===== src/rtl/sched_pkg.sv =====
// Shared state type and default timing for the intersection scheduler.
// SCHED_PED_PHASE_EN adds the pedestrian WALK state to the enum.
package sched_pkg;
    localparam int DEF_N_APPR    = 4;
    localparam int DEF_MIN_GREEN = 5;
    localparam int DEF_MAX_GREEN = 20;
    localparam int DEF_YELLOW_T  = 3;
    localparam int DEF_ALLRED_T  = 2;
    localparam int DEF_WALK_T    = 6;

`ifdef SCHED_PED_PHASE_EN
    typedef enum logic [1:0] {ST_ALLRED, ST_GREEN, ST_YELLOW, ST_WALK} state_e;
`else
    typedef enum logic [1:0] {ST_ALLRED, ST_GREEN, ST_YELLOW} state_e;
`endif
endpackage


===== src/rtl/intersection_scheduler_if.sv =====
// Sensor inputs and signal-head outputs of the intersection scheduler.
// SCHED_PED_PHASE_EN adds ped_req/walk.
interface intersection_scheduler_if #(
    parameter int N_APPR = 4
);
    localparam int IW = $clog2(N_APPR);

    logic              tick;
    logic [N_APPR-1:0] req;
    logic [N_APPR-1:0] grant;
    logic [N_APPR-1:0] yellow;
    logic              all_red;
    logic [IW-1:0]     cur_idx;
`ifdef SCHED_PED_PHASE_EN
    logic              ped_req;
    logic              walk;

    modport master (output tick, req, ped_req, input grant, yellow, all_red, cur_idx, walk);
    modport slave  (input tick, req, ped_req, output grant, yellow, all_red, cur_idx, walk);
`else
    modport master (output tick, req, input grant, yellow, all_red, cur_idx);
    modport slave  (input tick, req, output grant, yellow, all_red, cur_idx);
`endif
endinterface


===== src/rtl/sched_rr_pick.sv =====
// Combinational round-robin pick: first pending approach strictly after cur_idx_i, wrapping.
module sched_rr_pick #(
    parameter int N_APPR = 4,
    parameter int IW     = $clog2(N_APPR)
) (
    input  logic [N_APPR-1:0] pending_i,
    input  logic [IW-1:0]     cur_idx_i,
    output logic              valid_o,
    output logic [IW-1:0]     next_idx_o
);
    always_comb begin
        logic [IW-1:0] j;
        valid_o    = 1'b0;
        next_idx_o = cur_idx_i;
        j          = '0;
        // Scan farthest-first so the nearest pending approach is the last write.
        for (int k = N_APPR; k >= 1; k--) begin
            j = IW'((int'(cur_idx_i) + k) % N_APPR);
            if (pending_i[j]) begin
                valid_o    = 1'b1;
                next_idx_o = j;
            end
        end
    end
endmodule


===== src/rtl/intersection_scheduler.sv =====
// Round-robin traffic-light scheduler with min/max green, yellow and all-red clearance.
// Define SCHED_PED_PHASE_EN to add a pedestrian WALK phase (ped_req/walk, WALK_T).
module intersection_scheduler
    import sched_pkg::*;
#(
    parameter int N_APPR    = DEF_N_APPR,
    parameter int MIN_GREEN = DEF_MIN_GREEN,
    parameter int MAX_GREEN = DEF_MAX_GREEN,
    parameter int YELLOW_T  = DEF_YELLOW_T,
    parameter int ALLRED_T  = DEF_ALLRED_T
`ifdef SCHED_PED_PHASE_EN
    , parameter int WALK_T  = DEF_WALK_T
`endif
) (
    input logic                     clk,
    input logic                     reset,
    intersection_scheduler_if.slave bus
);
    localparam int IW = $clog2(N_APPR);
    localparam int CW = $clog2(MAX_GREEN + 1);

    state_e            state_q, state_d;
    logic [CW-1:0]     cnt_q, cnt_d;
    logic [N_APPR-1:0] pend_q, pend_d;
    logic [N_APPR-1:0] grant_q, grant_d, yellow_q, yellow_d;
    logic [N_APPR-1:0] cur_oh, next_oh, others, green_mask;
    logic [IW-1:0]     idx_q, idx_d, rr_idx;
    logic              all_red_q, all_red_d, rr_valid;
    int                elapsed1;
`ifdef SCHED_PED_PHASE_EN
    logic              ped_pend_q, ped_pend_d, after_walk_q, after_walk_d, walk_q;
`endif

    sched_rr_pick #(.N_APPR(N_APPR), .IW(IW)) u_pick (
        .pending_i (pend_q),
        .cur_idx_i (idx_q),
        .valid_o   (rr_valid),
        .next_idx_o(rr_idx)
    );

    always_comb begin
        cur_oh        = '0;
        cur_oh[idx_q] = 1'b1;
    end
    assign others   = pend_q & ~cur_oh;
    assign elapsed1 = int'(cnt_q) + 1;

    always_comb begin
        state_d = state_q;
        idx_d   = idx_q;
        if (bus.tick) begin
            case (state_q)
                ST_ALLRED: if (int'(cnt_q) >= ALLRED_T - 1) begin
                    if (rr_valid) begin
                        state_d = ST_GREEN;
                        idx_d   = rr_idx;
                    end
`ifdef SCHED_PED_PHASE_EN
                    // A walk phase pre-empts vehicles, but never twice in a row.
                    if (ped_pend_q && !after_walk_q) begin
                        state_d = ST_WALK;
                        idx_d   = idx_q;
                    end
`endif
                end
                ST_GREEN: if (|others && ((elapsed1 >= MIN_GREEN && !bus.req[idx_q]) ||
                                          elapsed1 >= MAX_GREEN))
                    state_d = ST_YELLOW;
                ST_YELLOW: if (int'(cnt_q) >= YELLOW_T - 1) state_d = ST_ALLRED;
`ifdef SCHED_PED_PHASE_EN
                ST_WALK: if (int'(cnt_q) >= WALK_T - 1) state_d = ST_ALLRED;
`endif
                default: state_d = ST_ALLRED;
            endcase
        end
    end

    always_comb begin
        next_oh        = '0;
        next_oh[idx_d] = 1'b1;
        green_mask     = (state_q == ST_GREEN) ? cur_oh : '0;
        pend_d         = pend_q | (bus.req & ~green_mask);
        if (state_d == ST_GREEN && state_q != ST_GREEN) pend_d = pend_d & ~next_oh;

        cnt_d = cnt_q;
        if (state_d != state_q) cnt_d = '0;
        else if (bus.tick && cnt_q != CW'(MAX_GREEN)) cnt_d = cnt_q + 1'b1;

        grant_d   = (state_d == ST_GREEN)  ? next_oh : '0;
        yellow_d  = (state_d == ST_YELLOW) ? next_oh : '0;
        all_red_d = !(state_d == ST_GREEN || state_d == ST_YELLOW);
    end

    always_ff @(posedge clk or posedge reset) begin
        if (reset) begin
            state_q   <= ST_ALLRED;
            cnt_q     <= '0;
            pend_q    <= '0;
            idx_q     <= IW'(N_APPR - 1);
            grant_q   <= '0;
            yellow_q  <= '0;
            all_red_q <= 1'b1;
        end else begin
            state_q   <= state_d;
            cnt_q     <= cnt_d;
            pend_q    <= pend_d;
            idx_q     <= idx_d;
            grant_q   <= grant_d;
            yellow_q  <= yellow_d;
            all_red_q <= all_red_d;
        end
    end

    assign bus.grant   = grant_q;
    assign bus.yellow  = yellow_q;
    assign bus.all_red = all_red_q;
    assign bus.cur_idx = idx_q;

`ifdef SCHED_PED_PHASE_EN
    always_comb begin
        ped_pend_d = ped_pend_q | (bus.ped_req && state_q != ST_WALK);
        if (state_d == ST_WALK && state_q != ST_WALK) ped_pend_d = 1'b0;
        after_walk_d = after_walk_q;
        if (state_q == ST_WALK && state_d == ST_ALLRED) after_walk_d = 1'b1;
        else if (state_q == ST_ALLRED && state_d != ST_ALLRED) after_walk_d = 1'b0;
    end

    always_ff @(posedge clk or posedge reset) begin
        if (reset) begin
            ped_pend_q   <= 1'b0;
            after_walk_q <= 1'b0;
            walk_q       <= 1'b0;
        end else begin
            ped_pend_q   <= ped_pend_d;
            after_walk_q <= after_walk_d;
            walk_q       <= (state_d == ST_WALK);
        end
    end

    assign bus.walk = walk_q;
`endif
endmodule

===== src/flat_wrapper.sv =====
// flat-port wrapper written by rule: the top's interface ports become plain ports
module intersection_scheduler_flat import sched_pkg::*;
#(
    parameter int N_APPR    = DEF_N_APPR,
    parameter int MIN_GREEN = DEF_MIN_GREEN,
    parameter int MAX_GREEN = DEF_MAX_GREEN,
    parameter int YELLOW_T  = DEF_YELLOW_T,
    parameter int ALLRED_T  = DEF_ALLRED_T

)
  (clk, reset, bus_tick, bus_req, bus_grant, bus_yellow, bus_all_red, bus_cur_idx);
  intersection_scheduler_if #(.N_APPR(N_APPR)) bus_i ();
  input logic clk;
  input logic reset;
  input wire logic [$bits(bus_i.tick)-1:0] bus_tick;
  input wire logic [$bits(bus_i.req)-1:0] bus_req;
  output wire logic [$bits(bus_i.grant)-1:0] bus_grant;
  output wire logic [$bits(bus_i.yellow)-1:0] bus_yellow;
  output wire logic [$bits(bus_i.all_red)-1:0] bus_all_red;
  output wire logic [$bits(bus_i.cur_idx)-1:0] bus_cur_idx;
  assign bus_i.tick = bus_tick;
  assign bus_i.req = bus_req;
  assign bus_grant = bus_i.grant;
  assign bus_yellow = bus_i.yellow;
  assign bus_all_red = bus_i.all_red;
  assign bus_cur_idx = bus_i.cur_idx;
  intersection_scheduler #(.N_APPR(N_APPR), .MIN_GREEN(MIN_GREEN), .MAX_GREEN(MAX_GREEN), .YELLOW_T(YELLOW_T), .ALLRED_T(ALLRED_T)) u_core (.clk(clk), .reset(reset), .bus(bus_i));
endmodule

===== config.mk =====
export PLATFORM = sky130hd
export DESIGN_NAME = intersection_scheduler_flat
export DESIGN_NICKNAME = d
export VERILOG_FILES = /design/src/rtl/sched_pkg.sv /design/src/rtl/intersection_scheduler_if.sv /design/src/rtl/sched_rr_pick.sv /design/src/rtl/intersection_scheduler.sv /design/src/flat_wrapper.sv
export SDC_FILE = /design/constraint.sdc
export NUM_CORES = 1
export LEC_CHECK = 0
export CORE_MARGIN = 3
export CORE_UTILIZATION = 40
export CTS_CLUSTER_SIZE = 8
export DETAILED_ROUTE_END_ITERATION = 8
export PLACE_DENSITY = 0.64
export REMOVE_ABC_BUFFERS = 1
export SLEW_MARGIN = 10
export SYNTH_ARGS = -nofsm -noshare
export SYNTH_HDL_FRONTEND = slang
export SYNTH_SLANG_ARGS = --single-unit

===== constraint.sdc =====
create_clock -name clk -period 3.4 [get_ports clk]
set_clock_uncertainty 0.2 [all_clocks]
set_input_delay 0.34 -clock clk [delete_from_list [all_inputs] [get_ports clk]]
set_output_delay 0.34 -clock clk [all_outputs]
set_load 0.02 [all_outputs]

Yosys cells after proc, flatten, opt, wreduce, memory -nomap -nowiden
Cells that the tools add are included.
{"block": "totals", "register_bits": 22, "in_bits": 7, "elab_cells": 90, "output_inout_bits": 11}
{"block": "op_classes", "reduce_logical": 13, "bitwise_logic": 7, "n_mux": 38, "n_lt_le_gt_ge": 12, "n_addsub": 6, "eq_ne": 7}
{"cell": "greater-or-equal comparator 32 x 4 -> 1 bit, second input constant", "count": 1}
{"cell": "greater-or-equal comparator 32 x 6 -> 1 bit, second input constant", "count": 1}
{"cell": "2-to-1 mux 2 bit", "count": 13}
{"cell": "less-than comparator 2 x 3 -> 1 bit, second input constant", "count": 6}
{"cell": "2-to-1 mux 4 bit", "count": 4}
{"cell": "AND 4 bit", "count": 3}
{"cell": "NOT 4 bit", "count": 3}
{"cell": "2-to-1 mux 1 bit", "count": 11}
{"cell": "binary-select mux 1 bit (select 2 bit)", "count": 5}
{"cell": "2-to-1 mux 5 bit", "count": 2}
{"cell": "adder 5 x 1 -> 6 bit, second input constant", "count": 1}
{"cell": "logical AND 1 bit", "count": 6}
{"cell": "one-hot mux 2 bit (3 select lines)", "count": 1}
{"cell": "adder 5 x 1 -> 5 bit, second input constant", "count": 1}
{"cell": "greater-or-equal comparator 5 x 1 -> 1 bit, second input constant", "count": 1}
{"cell": "greater-or-equal comparator 5 x 2 -> 1 bit, second input constant", "count": 1}
{"cell": "inequality test 5 bit, second input constant", "count": 1}
{"cell": "adder 2 x 1 -> 2 bit, second input constant", "count": 2}
{"cell": "adder 2 bit, second input constant", "count": 2}
{"cell": "demux 1 bit (select 2 bit)", "count": 2}
{"cell": "equality test 2 x 1 -> 1 bit, second input constant", "count": 2}
{"cell": "equality test 2 bit, second input constant", "count": 2}
{"cell": "greater-or-equal comparator 2 x 1 -> 1 bit, second input constant", "count": 2}
{"cell": "OR 4 bit", "count": 1}
{"cell": "7 further kinds", "count": 9}

Depth between registers and ports, before layout
Gate-level depths: netlist of the first run.
{"block": "depth", "word_depth": 18, "mapped_depth": 10, "depth_no_buf": 9}

Modules after synthesis
A second synthesis of the first run with hierarchy kept.
{"block": "hier_totals", "cells_unflattened": 148, "hier_area_um2": 1436.4}
{"module": "intersection_scheduler", "area_per_inst_um2": 1353.8, "n_inst": 1, "seq_area_each_um2": 554.3, "cells_each": 134}
{"module": "sched_rr_pick", "area_per_inst_um2": 82.6, "n_inst": 1, "seq_area_each_um2": 0.0, "cells_each": 14}

Worst setup path before layout of the first run
No wires, ideal clock.
{"block": "synth_path", "path_type": "register to register", "from": "reg u_core.idx_q[0] (netlist: u_core.bus.cur_idx[0])", "to": "reg u_core.grant_q[2] (netlist: u_core.bus.grant[2])", "t_required_ps": 3067, "setup_ps": 133, "path_buffers": 1, "arrival_time_ps": 2408, "stages_incl_launch_ff": 9, "path_slack_ps": 659, "cell_sequence": "dfstp_2 buf_2 mux4_2 nor3_1 o21ai_0 a221o_1 ha_1 inv_1 nor3_1"}
{"block": "synth_between", "word_cells_on_any_way": 50, "cone_classes": "4 x add/sub; 4 x order compare; 1 x eq/ne; 32 x mux; 2 x bitwise; 7 x reduce/logical"}
{"element": "from (decl)", "line": "intersection_scheduler.sv:27", "source": "logic [IW-1:0] idx_q, idx_d, rr_idx;"}
{"element": "from (signal assigned)", "line": "intersection_scheduler.sv:99", "source": "idx_q <= IW'(N_APPR - 1);"}
{"element": "from (signal assigned)", "line": "intersection_scheduler.sv:107", "source": "idx_q <= idx_d;"}
{"element": "adder 2 x 1 -> 2 bit, or another cell as far along", "line": "sched_rr_pick.sv:18", "source": "j = IW'((int'(cur_idx_i) + k) % N_APPR);"}
{"element": "binary-select mux 1 bit (select 2 bit) / logical AND 1 bit (equally long branches)", "line": "sched_rr_pick.sv:19, intersection_scheduler.sv:43"}
{"element": "2-to-1 mux 1 bit (on tied branches)", "line": "sched_rr_pick.sv:19, intersection_scheduler.sv:43"}
{"element": "2-to-1 mux 1 bit / demux 1 bit (select 2 bit) (equally long branches)"}
{"element": "2-to-1 mux 1 bit / NOT 4 bit (equally long branches)", "line": "sched_rr_pick.sv:19, intersection_scheduler.sv:45"}
{"element": "2-to-1 mux 1 bit / AND 4 bit (equally long branches)", "line": "sched_rr_pick.sv:19, intersection_scheduler.sv:45"}
{"element": "2-to-1 mux 1 bit / OR reduction 4 bit (equally long branches)", "line": "sched_rr_pick.sv:19, intersection_scheduler.sv:66"}
{"element": "2-to-1 mux 2 bit / logical AND 1 bit (equally long branches)", "line": "intersection_scheduler.sv:54, intersection_scheduler.sv:66"}
{"element": "2-to-1 mux 2 bit (on tied branches)", "line": "intersection_scheduler.sv:53, intersection_scheduler.sv:66"}
{"element": "one-hot mux 2 bit (3 select lines) (*)", "line": "intersection_scheduler.sv:52", "source": "case (state_q)"}
{"element": "2-to-1 mux 2 bit (*)", "line": "intersection_scheduler.sv:51", "source": "if (bus.tick) begin"}
{"element": "named net u_core.state_d[0]", "line": "intersection_scheduler.sv:22", "source": "state_e state_q, state_d;"}
{"element": "equality test 2 x 1 -> 1 bit (*)", "line": "intersection_scheduler.sv:89", "source": "grant_d = (state_d == ST_GREEN) ? next_oh : '0;"}
{"element": "2-to-1 mux 4 bit (*)", "line": "intersection_scheduler.sv:89"}
{"element": "named net u_core.grant_d[2]", "line": "intersection_scheduler.sv:25", "source": "logic [N_APPR-1:0] grant_q, grant_d, yellow_q, yellow_d;"}
{"element": "to (signal assigned)", "line": "intersection_scheduler.sv:108", "source": "grant_q <= grant_d;"}
{"element": "to (decl)", "line": "intersection_scheduler.sv:25"}
Mark *: on every way through the listed nets, which the timed path passes. The rest lies on a longest branch. The select of a mux whose other input is x is not followed.
A chain may end at the register's enable or synchronous reset.

Worst setup path after layout of the first run
{"block": "layout_path", "from": "reg u_core.idx_q[0] (netlist: u_core.bus.cur_idx[0])", "to": "reg u_core.yellow_q[0] (netlist: u_core.bus.yellow[0])"}
{"block": "layout_between", "elab_chain_cells": 16, "word_cells_on_any_way": 50, "cone_classes": "4 x add/sub; 4 x order compare; 1 x eq/ne; 32 x mux; 2 x bitwise; 7 x reduce/logical"}
{"element": "adder 2 x 1 -> 2 bit", "line": "sched_rr_pick.sv:18"}
{"element": "binary-select mux 1 bit (select 2 bit)", "line": "sched_rr_pick.sv:19", "source": "if (pending_i[j]) begin"}
{"element": "2-to-1 mux 1 bit (implied by the code)", "line": "sched_rr_pick.sv:19"}
{"element": "2-to-1 mux 2 bit / 2-to-1 mux 1 bit (equally long branches) (4 in series)", "line": "sched_rr_pick.sv:19"}
{"element": "2-to-1 mux 2 bit", "line": "intersection_scheduler.sv:54", "source": "if (rr_valid) begin"}
{"element": "2-to-1 mux 2 bit", "line": "intersection_scheduler.sv:53", "source": "ST_ALLRED: if (int'(cnt_q) >= ALLRED_T - 1) begin"}
{"element": "2-to-1 mux 2 bit", "line": "intersection_scheduler.sv:52"}
{"element": "2-to-1 mux 2 bit", "line": "intersection_scheduler.sv:51"}
{"element": "less-than comparator 2 x 3 -> 1 bit (implied by the code) / greater-or-equal comparator 2 x 1 -> 1 bit (equally long branches)", "line": "intersection_scheduler.sv:80", "source": "next_oh[idx_d] = 1'b1;"}
{"element": "logical AND 1 bit (implied by the code)", "line": "intersection_scheduler.sv:80"}
{"element": "2-to-1 mux 1 bit (implied by the code)", "line": "intersection_scheduler.sv:80"}
{"element": "demux 1 bit (select 2 bit)"}
{"element": "2-to-1 mux 4 bit (*)", "line": "intersection_scheduler.sv:90", "source": "yellow_d = (state_d == ST_YELLOW) ? next_oh : '0;"}
{"element": "named net u_core.yellow_d[0]", "line": "intersection_scheduler.sv:25"}
{"element": "to (signal assigned)", "line": "intersection_scheduler.sv:109", "source": "yellow_q <= yellow_d;"}
{"element": "to (decl)", "line": "intersection_scheduler.sv:25"}
Marked as above.

==> impl_metrics.toml, run 1 <==
[sta]
fin_setup_tns_ns = 0
tightest_slew_ns = 0.755
hold_viol = 0
period_share = 0.842
fin_crit_ns = 2.86
rsz0062_at_grt = "no"
fmax_mhz = 350
setup-violations-final = 0
slew_violations = 0
relSlewSlack = 0.496

[floorplan]
die_w_um = 66.5
core_um2 = 3440
die-height_um = 66.5
start_util = 0.426
rows = 21
pin_count = 18
die_area_um2 = 4430

[placed_design]
place_congestion = 0.867
portBuffers = 17
hpwl_um = 2400
post_dp_cell_area_um2 = 1660

[clock_network]
cts_num_sinks = 22
cts_made_buffers = 3
cts-root-buf = "clkbuf_8"
clock_path_buffers = 2
cts_tree = "yes"
h-tree-depth = 1
clk_latency_ns = 0.25
cts_setup_buffers = 0
clk_pin_slew_ns = 0.08
post_cts_resized = 0
postCtsHoldBufs = 0

[grt]
antenna_found_initial = 0
grt_pass1_wl_um = 5230
grt_max_degree = 23
grt_pass1_vias = 1133
grt_overflow_total = 0
grt_usage = 0.150

[route]
num_vias = 1211
drtAntennaViolNets = 0
drt_iter0_drc = 47
dr.pass1.iters = 4
drcViolationCount = 0
wl_per_cell_um = 14.6
routed_via_density = 5.69
wl_um = 3110

[worst_setup_path]
reg2regPathDepth = 7
crit_path_end_kind = "flip-flop"
worst-path-max-fanout = 13
cp-endpoint = "u_core.bus.yellow[0]$_DFF_PP0_"
slowest_stage = "dfstp_2"
r2r_slack_ns = 0.54
cp-start-kind = "flip-flop"
worst-path-buf-inv = 1
r2r_start = "u_core.bus.cur_idx[0]$_DFF_PP1_"
critPathArrivalTime_ns = 2.83
cp.depth = 7
startpoint = "u_core.bus.cur_idx[0]$_DFF_PP1_"
path_cells = "mux4_2, nor3_1, o21ai_0, a221oi_1, ha_1, inv_1, nor3_1"
slowest_delay_ns = 0.68
path_common_cell = "nor3_1"
crit_family = "flip-flops"
r2r-end = "u_core.bus.yellow[0]$_DFF_PP0_"
cp.required_ns = 3.37
path_class = "flip-flop to flip-flop"

[synthesis]
synth_edf_count = 0
netlist_instances = 154
synth.area.top_cells = "dfrtp_1, ha_1, dfstp_2"
yosysTopAreaCell = "dfrtp_1"
syn_area_um2 = 1470
ys_ff_latch = 22
netlist-cell-type-count = 48
synth.avg_cell_area_um2 = 9.52
ys.flop_type = "dfrtp_1"
ys_seq_area_frac = 0.378
ys_warn_count = 0
synth_top_area_frac = 0.324
async_flop_share = 1.00

[layout]
drive_gt1_frac = 0.132
syn2layout_area_growth_pct = 18.0
final_nets = 186
num_antenna_cells = 0
fillers = 330
seqCellArea_um2 = 554
final_cell_area_um2 = 1730
mostFrequentLayoutCells = "dfrtp_1, clkdlybuf4s50_1, inv_1"
multi_input_area_um2 = 807
layout_commonest_cell = "dfrtp_1"

[power_and_ir_drop]
leakagePower_uw = 0.000755
power_density_nw_per_um2 = 946
ir_worst_vdd_mv = 0.349

[min_path]
hold_path_class = "input port to asynchronous set/reset pin"

[run]
cap_violations = 0

[status]
run_status = "finished clean"
==> logic make-up (layout without fill, tap and decap cells) <==
group                    count (synthesis)  count (layout)  synth area share
buffers and inverters                   26              39            0.0717
AND/OR/NAND/NOR                         41              41             0.166
adder cells (fa/ha/maj)                 11              11            0.0939
multiplexers                             6               6            0.0520
AO/OA/AOI/OAI                           45              45             0.221
flip-flops                              22              22             0.378
XOR/XNOR                                 3               3            0.0179
==> layout make-up <==
| cell class | instances | area share |
|---|---|---|
| Multi-Input combinational cell | 106 | 0.466 |
| Sequential cell | 22 | 0.320 |
| Timing Repair Buffer | 17 | 0.0983 |
| Inverter | 18 | 0.0405 |
| Tap cell | 46 | 0.0333 |
| Clock buffer | 3 | 0.0239 |
| Clock inverter | 1 | 0.0174 |
==> state kept, by name (all words and copies together) (netlist names) <==
| signal | flops |
|---|---|
| u_core.cnt_q | 5 |
| u_core.bus.yellow | 4 |
| u_core.bus.cur_idx | 2 |
| u_core.pend_q | 4 |
| u_core.bus.grant | 4 |
| u_core.state_q | 2 |
| u_core.bus.all_red | 1 |
==> routing by layer <==
layer  vias to the layer above  global-route usage  share of wire
met5                         -                   0              0
met4                         0              0.0457         0.0077
met3                         2             0.00506          0.032
met2                        32               0.243           0.47
met1                       580               0.217           0.49
li1                        597                   -              -
==> cell usage after synthesis (all sizes together), types with 2 or more instances <==
cell / instances
a41oi: 4
dfstp: 3
dfrtp: 19
mux2i: 2
o21ai: 5
nand2: 8
nor2: 4
a31oi: 2
mux2: 3
o22ai: 3
a21oi: 11
inv: 18
and3: 3
o21a: 2
nor4: 4
a221oi: 3
xnor2: 2
ha: 11
clkbuf: 4
o211ai: 3
nand4: 3
a2111oi: 2
buf: 4
nor3: 13
==> worst min-delay path by stage <==
stage                          startpoint                             end  cells after the start
6_report                            reset  u_core.bus.yellow[0]$_DFF_PP0_                      2
3_5_place_dp   u_core.pend_q[3]$_DFF_PP0_      u_core.pend_q[3]$_DFF_PP0_                      2
5_1_grt                             reset  u_core.bus.yellow[0]$_DFF_PP0_                      2
4_1_cts                             reset  u_core.bus.yellow[0]$_DFF_PP0_                      2
3_3_place_gp   u_core.pend_q[3]$_DFF_PP0_      u_core.pend_q[3]$_DFF_PP0_                      2
2_1_floorplan                       reset   u_core.bus.grant[0]$_DFF_PP0_                      1
==> where the power goes <==
group / internal [µW] / switching (µW) / leakage, µW / total, µW
combinational: 370 / 491 / 0.000453 / 861
clock: 157 / 77.9 / 0.0000357 / 235
sequential: 364 / 178 / 0.000266 / 542
total: 891 / 747 / 0.000755 / 1640
==> worst reg2reg max path, cell delays in order (launching register included) <==
cell and delay [ns]:
dfstp_2 0.68, mux4_2 0.56, nor3_1 0.31, o21ai_0 0.16, a221oi_1 0.41, ha_1 0.22
inv_1 0.05, nor3_1 0.19
==> metrics by stage <==
| step | cells | utilization | setup WS (ns) | power (µW) | hold slack [ns] |
|---|---|---|---|---|---|
| 2_1_floorplan | 146 | - | 0.757 | 1150 | 0.127 |
| 3_3_place_gp | 209 | 0.482 | 0.560 | 1390 | 0.503 |
| 3_5_place_dp | 209 | 0.482 | 0.489 | 1400 | 0.488 |
| 4_1_cts | 213 | 0.503 | 0.474 | 1640 | 0.360 |
| 5_1_grt | 213 | 0.503 | 0.235 | 1790 | 0.405 |
| 6_report | 213 | 0.503 | 0.539 | 1640 | 0.324 |
No activity file was read; power rests on OpenSTA's default activity.
==> run 2, diff against run 1 <==
Settings changed: PLACE_DENSITY 0.64 to 0.66.
Clock period 3.4 ns to 2.3 ns, I/O delays scaled along.
==> run 2 against run 1 <==
The run now ends with negative setup slack left. Maximum frequency grew 13%. Via count grew 23%. Highest routed layer unchanged. First-iteration DRC count grew 26%. Flip-flop and latch count is the same. Final area grew 38%. Critical endpoint is now u_core.bus.grant[0]$_DFF_PP0_. Cell count grew 21%. Non-clock buffer count grew 44. Global-route usage grew 4.6 points. Hold slack lost 0.22 ns.
==> impl_metrics.toml, run 2 (same netlist as run 1, synthesis figures left out) <==
[status]
run_status = "complete, but fails checks"
violations = "negative setup slack"

[floorplan]
core_um2 = 3440
rows = 21
pin_count = 18
die_area_um2 = 4430
die-height_um = 66.5
start_util = 0.426
die_w_um = 66.5

[worst_setup_path]
path_class = "flip-flop to flip-flop"
r2r_start = "u_core.cnt_q[0]$_DFFE_PP0P_"
path_common_cell = "ha_4"
critPathArrivalTime_ns = 2.50
worst-path-buf-inv = 3
worst-path-max-fanout = 5
crit_family = "compound AO/OA/AOI/OAI gates"
cp-start-kind = "flip-flop"
r2r_slack_ns = -0.22
crit_path_end_kind = "flip-flop"
cp.required_ns = 2.28
path_cells = "ha_4, buf_6, a2111oi_4, buf_4, nor3_4, o21ai_2, a221o_1, ha_4, inv_6, nor3_2"
reg2regPathDepth = 10
slowest_stage = "dfrtp_2"
r2r-end = "u_core.bus.grant[0]$_DFF_PP0_"
slowest_delay_ns = 0.45

[sta]
setup_slack_ns = -0.221
fin_crit_ns = 2.52
relSlewSlack = 0.625
fmax_mhz = 397
fin_setup_tns_ns = -2.22
period_share = 1.10
slew_violations = 0
setup-violations-final = 13
fin_hold_ws_ns = 0.107
rsz0062_at_grt = "yes"
hold_viol = 0
tightest_slew_ns = 0.562

[placed_design]
place_inst = 245
place_ws_ns = -0.505
place_congestion = 0.855
hpwl_um = 2870
portBuffers = 17

[layout]
largest_reg_flops = 5
final_cells = 258
num_antenna_cells = 0
drive_gt1_frac = 0.538
layout_commonest_cell = "buf_4"
regMostFlops = "u_core.cnt_q"
mostFrequentLayoutCells = "buf_4, clkdlybuf4s50_1, dfrtp_1"
final_nets = 231
syn2layout_area_growth_pct = 62.8

[clock_network]
postCtsHoldBufs = 0
cts_num_sinks = 22
cts_tree = "yes"
clk_pin_slew_ns = 0.08
clock_path_buffers = 2
h-tree-depth = 1
clk_latency_ns = 0.26
cts-root-buf = "clkbuf_8"
cts_made_buffers = 3

[power_and_ir_drop]
p_seq_frac = 0.187
clock_power_share = 0.074
ir_worst_vdd_mv = 0.979
swShare = 0.457
p_int_uw = 2000
leakagePower_uw = 0.000998
comb_power_share = 0.739
switchingPower_uw = 1690
p_total_uw = 3690
power_density_nw_per_um2 = 1550

[grt]
grt_pass1_vias = 1452
grt_pass1_wl_um = 6760
antenna_found_initial = 0
grt_overflow_total = 0
grt_max_degree = 23
grt_usage = 0.196

[route]
num_vias = 1485
routed_via_density = 5.76
wl_met3_um = 191
top_layer = "met4"
drtAntennaViolNets = 0
drt_iter0_drc = 59
wl_um = 4440
met1Wirelength_um = 1890
drcViolationCount = 0
dr.pass1.iters = 4
wl_per_cell_um = 17.2
wl_met2_um = 2280

[run]
cap_violations = 0

[min_path]
hold_path_class = "input port to asynchronous set/reset pin"
-- run 2: per-stage QoR --
step           area (µm²)  utilization
2_1_floorplan        1430            -
3_3_place_gp         1930        0.561
3_5_place_dp         1930        0.561
4_1_cts              2190        0.636
5_1_grt              2390        0.694
6_report             2390        0.694
-- run 2: area by class of cell --
| cell class | count | area, µm² |
|---|---|---|
| sequential | 22 | 557 |
| fill | 247 | 1050 |
| timing repair inverter | 1 | 7.51 |
| inverter | 18 | 80.1 |
| multi-input combinational | 106 | 1110 |
| tap | 46 | 57.6 |
| timing repair buffer | 61 | 519 |
| clock buffer | 4 | 55.1 |
-- run 2: layer usage --
layer,vias to the layer above,track usage
li1,694,-
met1,725,0.254
met2,56,0.333
met3,10,0.0405
met4,0,0.0482
met5,-,0
-- run 2: what timing repair did --
action                     4_1_cts  5_1_grt
gates cloned                     1        0
pin swaps                       12       24
buffers inserted                 6        5
resized for setup               34       41
setup endpoints to repair       15       20
-- run 2: power by group through the flow --
stage | registers, µW | logic, µW | clock network (µW)
4_1_cts | 669 | 2280 | 275
3_3_place_gp | 662 | 1780 | 0
5_1_grt | 699 | 2920 | 296
3_5_place_dp | 663 | 1840 | 0
6_report | 689 | 2730 | 273
2_1_floorplan | 794 | 899 | 0
-- run 2: worst register-to-register path: stages (launching register included) --
cell	delay (ns)
dfrtp_2	0.45
ha_4	0.18
buf_6	0.11
a2111oi_4	0.35
buf_4	0.19
nor3_4	0.05
o21ai_2	0.24
a221o_1	0.27
ha_4	0.22
inv_6	0.06
nor3_2	0.14
-- run 2: worst max path at each step --
stage | end | from | cells after the start
after detailed placement | u_core.bus.yellow[0]$_DFF_PP0_ | bus_req[2] | 8
after floorplan | u_core.bus.grant[2]$_DFF_PP0_ | u_core.bus.cur_idx[0]$_DFF_PP1_ | 7
after CTS | u_core.bus.grant[3]$_DFF_PP0_ | u_core.bus.cur_idx[0]$_DFF_PP1_ | 7
after global placement | u_core.bus.yellow[2]$_DFF_PP0_ | bus_req[2] | 8
final | u_core.bus.grant[0]$_DFF_PP0_ | u_core.cnt_q[0]$_DFFE_PP0P_ | 10
after global routing | u_core.bus.grant[0]$_DFF_PP0_ | u_core.cnt_q[1]$_DFFE_PP0P_ | 10
==> run 3, diff against run 2 <==
--- a/config.mk
+++ b/config.mk
@@ -10,5 +10,5 @@
 export CTS_CLUSTER_SIZE = 8
 export DETAILED_ROUTE_END_ITERATION = 8
-export PLACE_DENSITY = 0.66
+export PLACE_DENSITY_LB_ADDON = 0.2
 export REMOVE_ABC_BUFFERS = 1
 export SLEW_MARGIN = 10
==> constraint.sdc (replaced) <==
create_clock -name clk -period 2.3 [get_ports clk]
set_clock_uncertainty 0.2 [all_clocks]
set_input_delay 0.23 -clock clk [delete_from_list [all_inputs] [get_ports clk]]
set_output_delay 0.23 -clock clk [all_outputs]
set_load 0.1 [all_outputs]
==> run 3 against run 2 <==
The flow still finishes with violations (negative setup slack). Cell count is 0.39% lower. Final area shrank 5.8%. Register-to-register slack better by 0.06 ns. Maximum frequency rose by 2.3%. Non-clock buffer count is 1 lower. Via count fell by 0.27%. Flip-flop and latch count unchanged. Largest cell class unchanged. Highest routed layer unchanged.
==> impl_metrics.toml, run 3 (same netlist as run 1, synthesis figures left out) <==
[placed_design]
hpwl_um = 2930
place_ws_ns = -0.467
place_inst = 248
portBuffers = 17
place_congestion = 0.905

[worst_setup_path]
path_class = "flip-flop to flip-flop"
path_cells = "buf_4, or4_1, nor3_1, o21ai_0, o21a_1, ha_4, a41oi_2"
worst-path-max-fanout = 7
r2r_start = "u_core.cnt_q[1]$_DFFE_PP0P_"
r2r-end = "u_core.pend_q[0]$_DFF_PP0_"
slowest_delay_ns = 0.55
slowest_stage = "or4_1"
cp.required_ns = 2.27
worst-path-buf-inv = 1
reg2regPathDepth = 7
r2r_slack_ns = -0.16
cp-start-kind = "flip-flop"
crit_path_end_kind = "flip-flop"
crit_family = "simple AND/OR/NAND/NOR gates"
critPathArrivalTime_ns = 2.44

[layout]
num_antenna_cells = 0
syn2layout_area_growth_pct = 53.4
layout_commonest_cell = "buf_4"
mostFrequentLayoutCells = "buf_4, dfrtp_1, inv_1"
final_cells = 257
largest_reg_flops = 5
fin_util = 0.654
multi_input_area_um2 = 1030
fillers = 280
drive_gt1_frac = 0.545
seqCellArea_um2 = 557
regMostFlops = "u_core.cnt_q"
final_nets = 230

[route]
drcViolationCount = 0
wl_per_cell_um = 16.9
routed_via_density = 5.76
wl_um = 4340
drtAntennaViolNets = 0
num_vias = 1481
dr.pass1.iters = 4
drt_iter0_drc = 81

[grt]
grt_usage = 0.202
grt_pass1_vias = 1449
grt_overflow_total = 0
grtUsageMet1 = 0.252
grt_use_met3 = 0.0304
grt_max_degree = 23
antenna_found_initial = 0
grt_pass1_wl_um = 6900
grt_busiest_layer = "met2"
met2_usage = 0.353

[floorplan]
die-height_um = 66.5
core_um2 = 3440
rows = 21
die_w_um = 66.5
start_util = 0.426
pin_count = 18
die_area_um2 = 4430

[sta]
fmax_mhz = 406
tightest_slew_ns = 0.575
fin_crit_ns = 2.46
fin_setup_tns_ns = -1.73
setup_slack_ns = -0.165
slew_violations = 0
period_share = 1.07
hold_viol = 0
rsz0062_at_grt = "yes"
relSlewSlack = 0.612
setup-violations-final = 13

[clock_network]
cts-root-buf = "clkbuf_8"
h-tree-depth = 1
clk_pin_slew_ns = 0.07
cts_tree = "yes"
cts_num_sinks = 22
cts_made_buffers = 3
clk_latency_ns = 0.26
clock_path_buffers = 2

[status]
run_status = "complete, but fails checks"
violations = "negative setup slack"

[run]
cap_violations = 0

[min_path]
hold_path_class = "input port to asynchronous set/reset pin"
-- run 3: area by class of cell --
| type | count | share of cell area |
|---|---|---|
| Tap cell | 46 | 0.0256 |
| Sequential cell | 22 | 0.247 |
| Timing Repair inverter | 1 | 0.00334 |
| Multi-Input combinational cell | 106 | 0.458 |
| Inverter | 18 | 0.0334 |
| Timing Repair Buffer | 60 | 0.212 |
| Clock buffer | 4 | 0.0200 |
-- run 3: worst max path at each step --
stage	cells past startpoint	from	end	slack, ns
after detailed placement	10	u_core.cnt_q[0]$_DFFE_PP0P_	u_core.bus.grant[0]$_DFF_PP0_	-0.47
final	7	u_core.cnt_q[1]$_DFFE_PP0P_	u_core.pend_q[0]$_DFF_PP0_	-0.16
after floorplan	7	u_core.bus.cur_idx[0]$_DFF_PP1_	u_core.bus.grant[2]$_DFF_PP0_	-0.66
after global routing	10	u_core.cnt_q[0]$_DFFE_PP0P_	u_core.bus.grant[1]$_DFF_PP0_	-0.24
after CTS	6	u_core.bus.cur_idx[0]$_DFF_PP1_	u_core.pend_q[0]$_DFF_PP0_	-0.11
after global placement	8	bus_req[3]	u_core.bus.yellow[2]$_DFF_PP0_	-0.38
-- run 3: per-stage QoR --
| stage | cell area [µm²] | hold WS (ns) |
|---|---|---|
| after global routing | 2250 | 0.132 |
| after CTS | 2200 | 0.119 |
| after global placement | 1920 | 0.382 |
| after floorplan | 1430 | 0.0170 |
| final | 2250 | 0.105 |
| after detailed placement | 1920 | 0.386 |
-- run 3: per-layer routing --
layer	vias to the layer above	wire length, µm
li1	691	-
met1	711	1790
met2	65	2240
met3	14	187
met4	0	117
met5	-	0
-- run 3: worst reg2reg max path: cells and delay by family, from the launching register on --
| kind | cells | cell delay, ns |
|---|---|---|
| adders and majority gates | 1 | 0.20 |
| buffers and inverters | 1 | 0.18 |
| AOI/OAI and AO/OA | 3 | 0.62 |
| DFF | 1 | 0.45 |
| and+or+nand+nor | 2 | 0.72 |
-- run 3: what timing repair did --
action / 4_1_cts / 5_1_grt
gates resized for setup: 43 / 13
pin swaps: 15 / 8
setup buffers: 4 / 1
hold buffers: 0 / 0
gates cloned: 1 / 0
endpoints found under the setup margin: 20 / 20
endpoints found under the hold margin: 0 / 0
Power of run 3 is not shown: default switching activity piles up to over one toggle a cycle in this logic, so the estimate is an artifact.
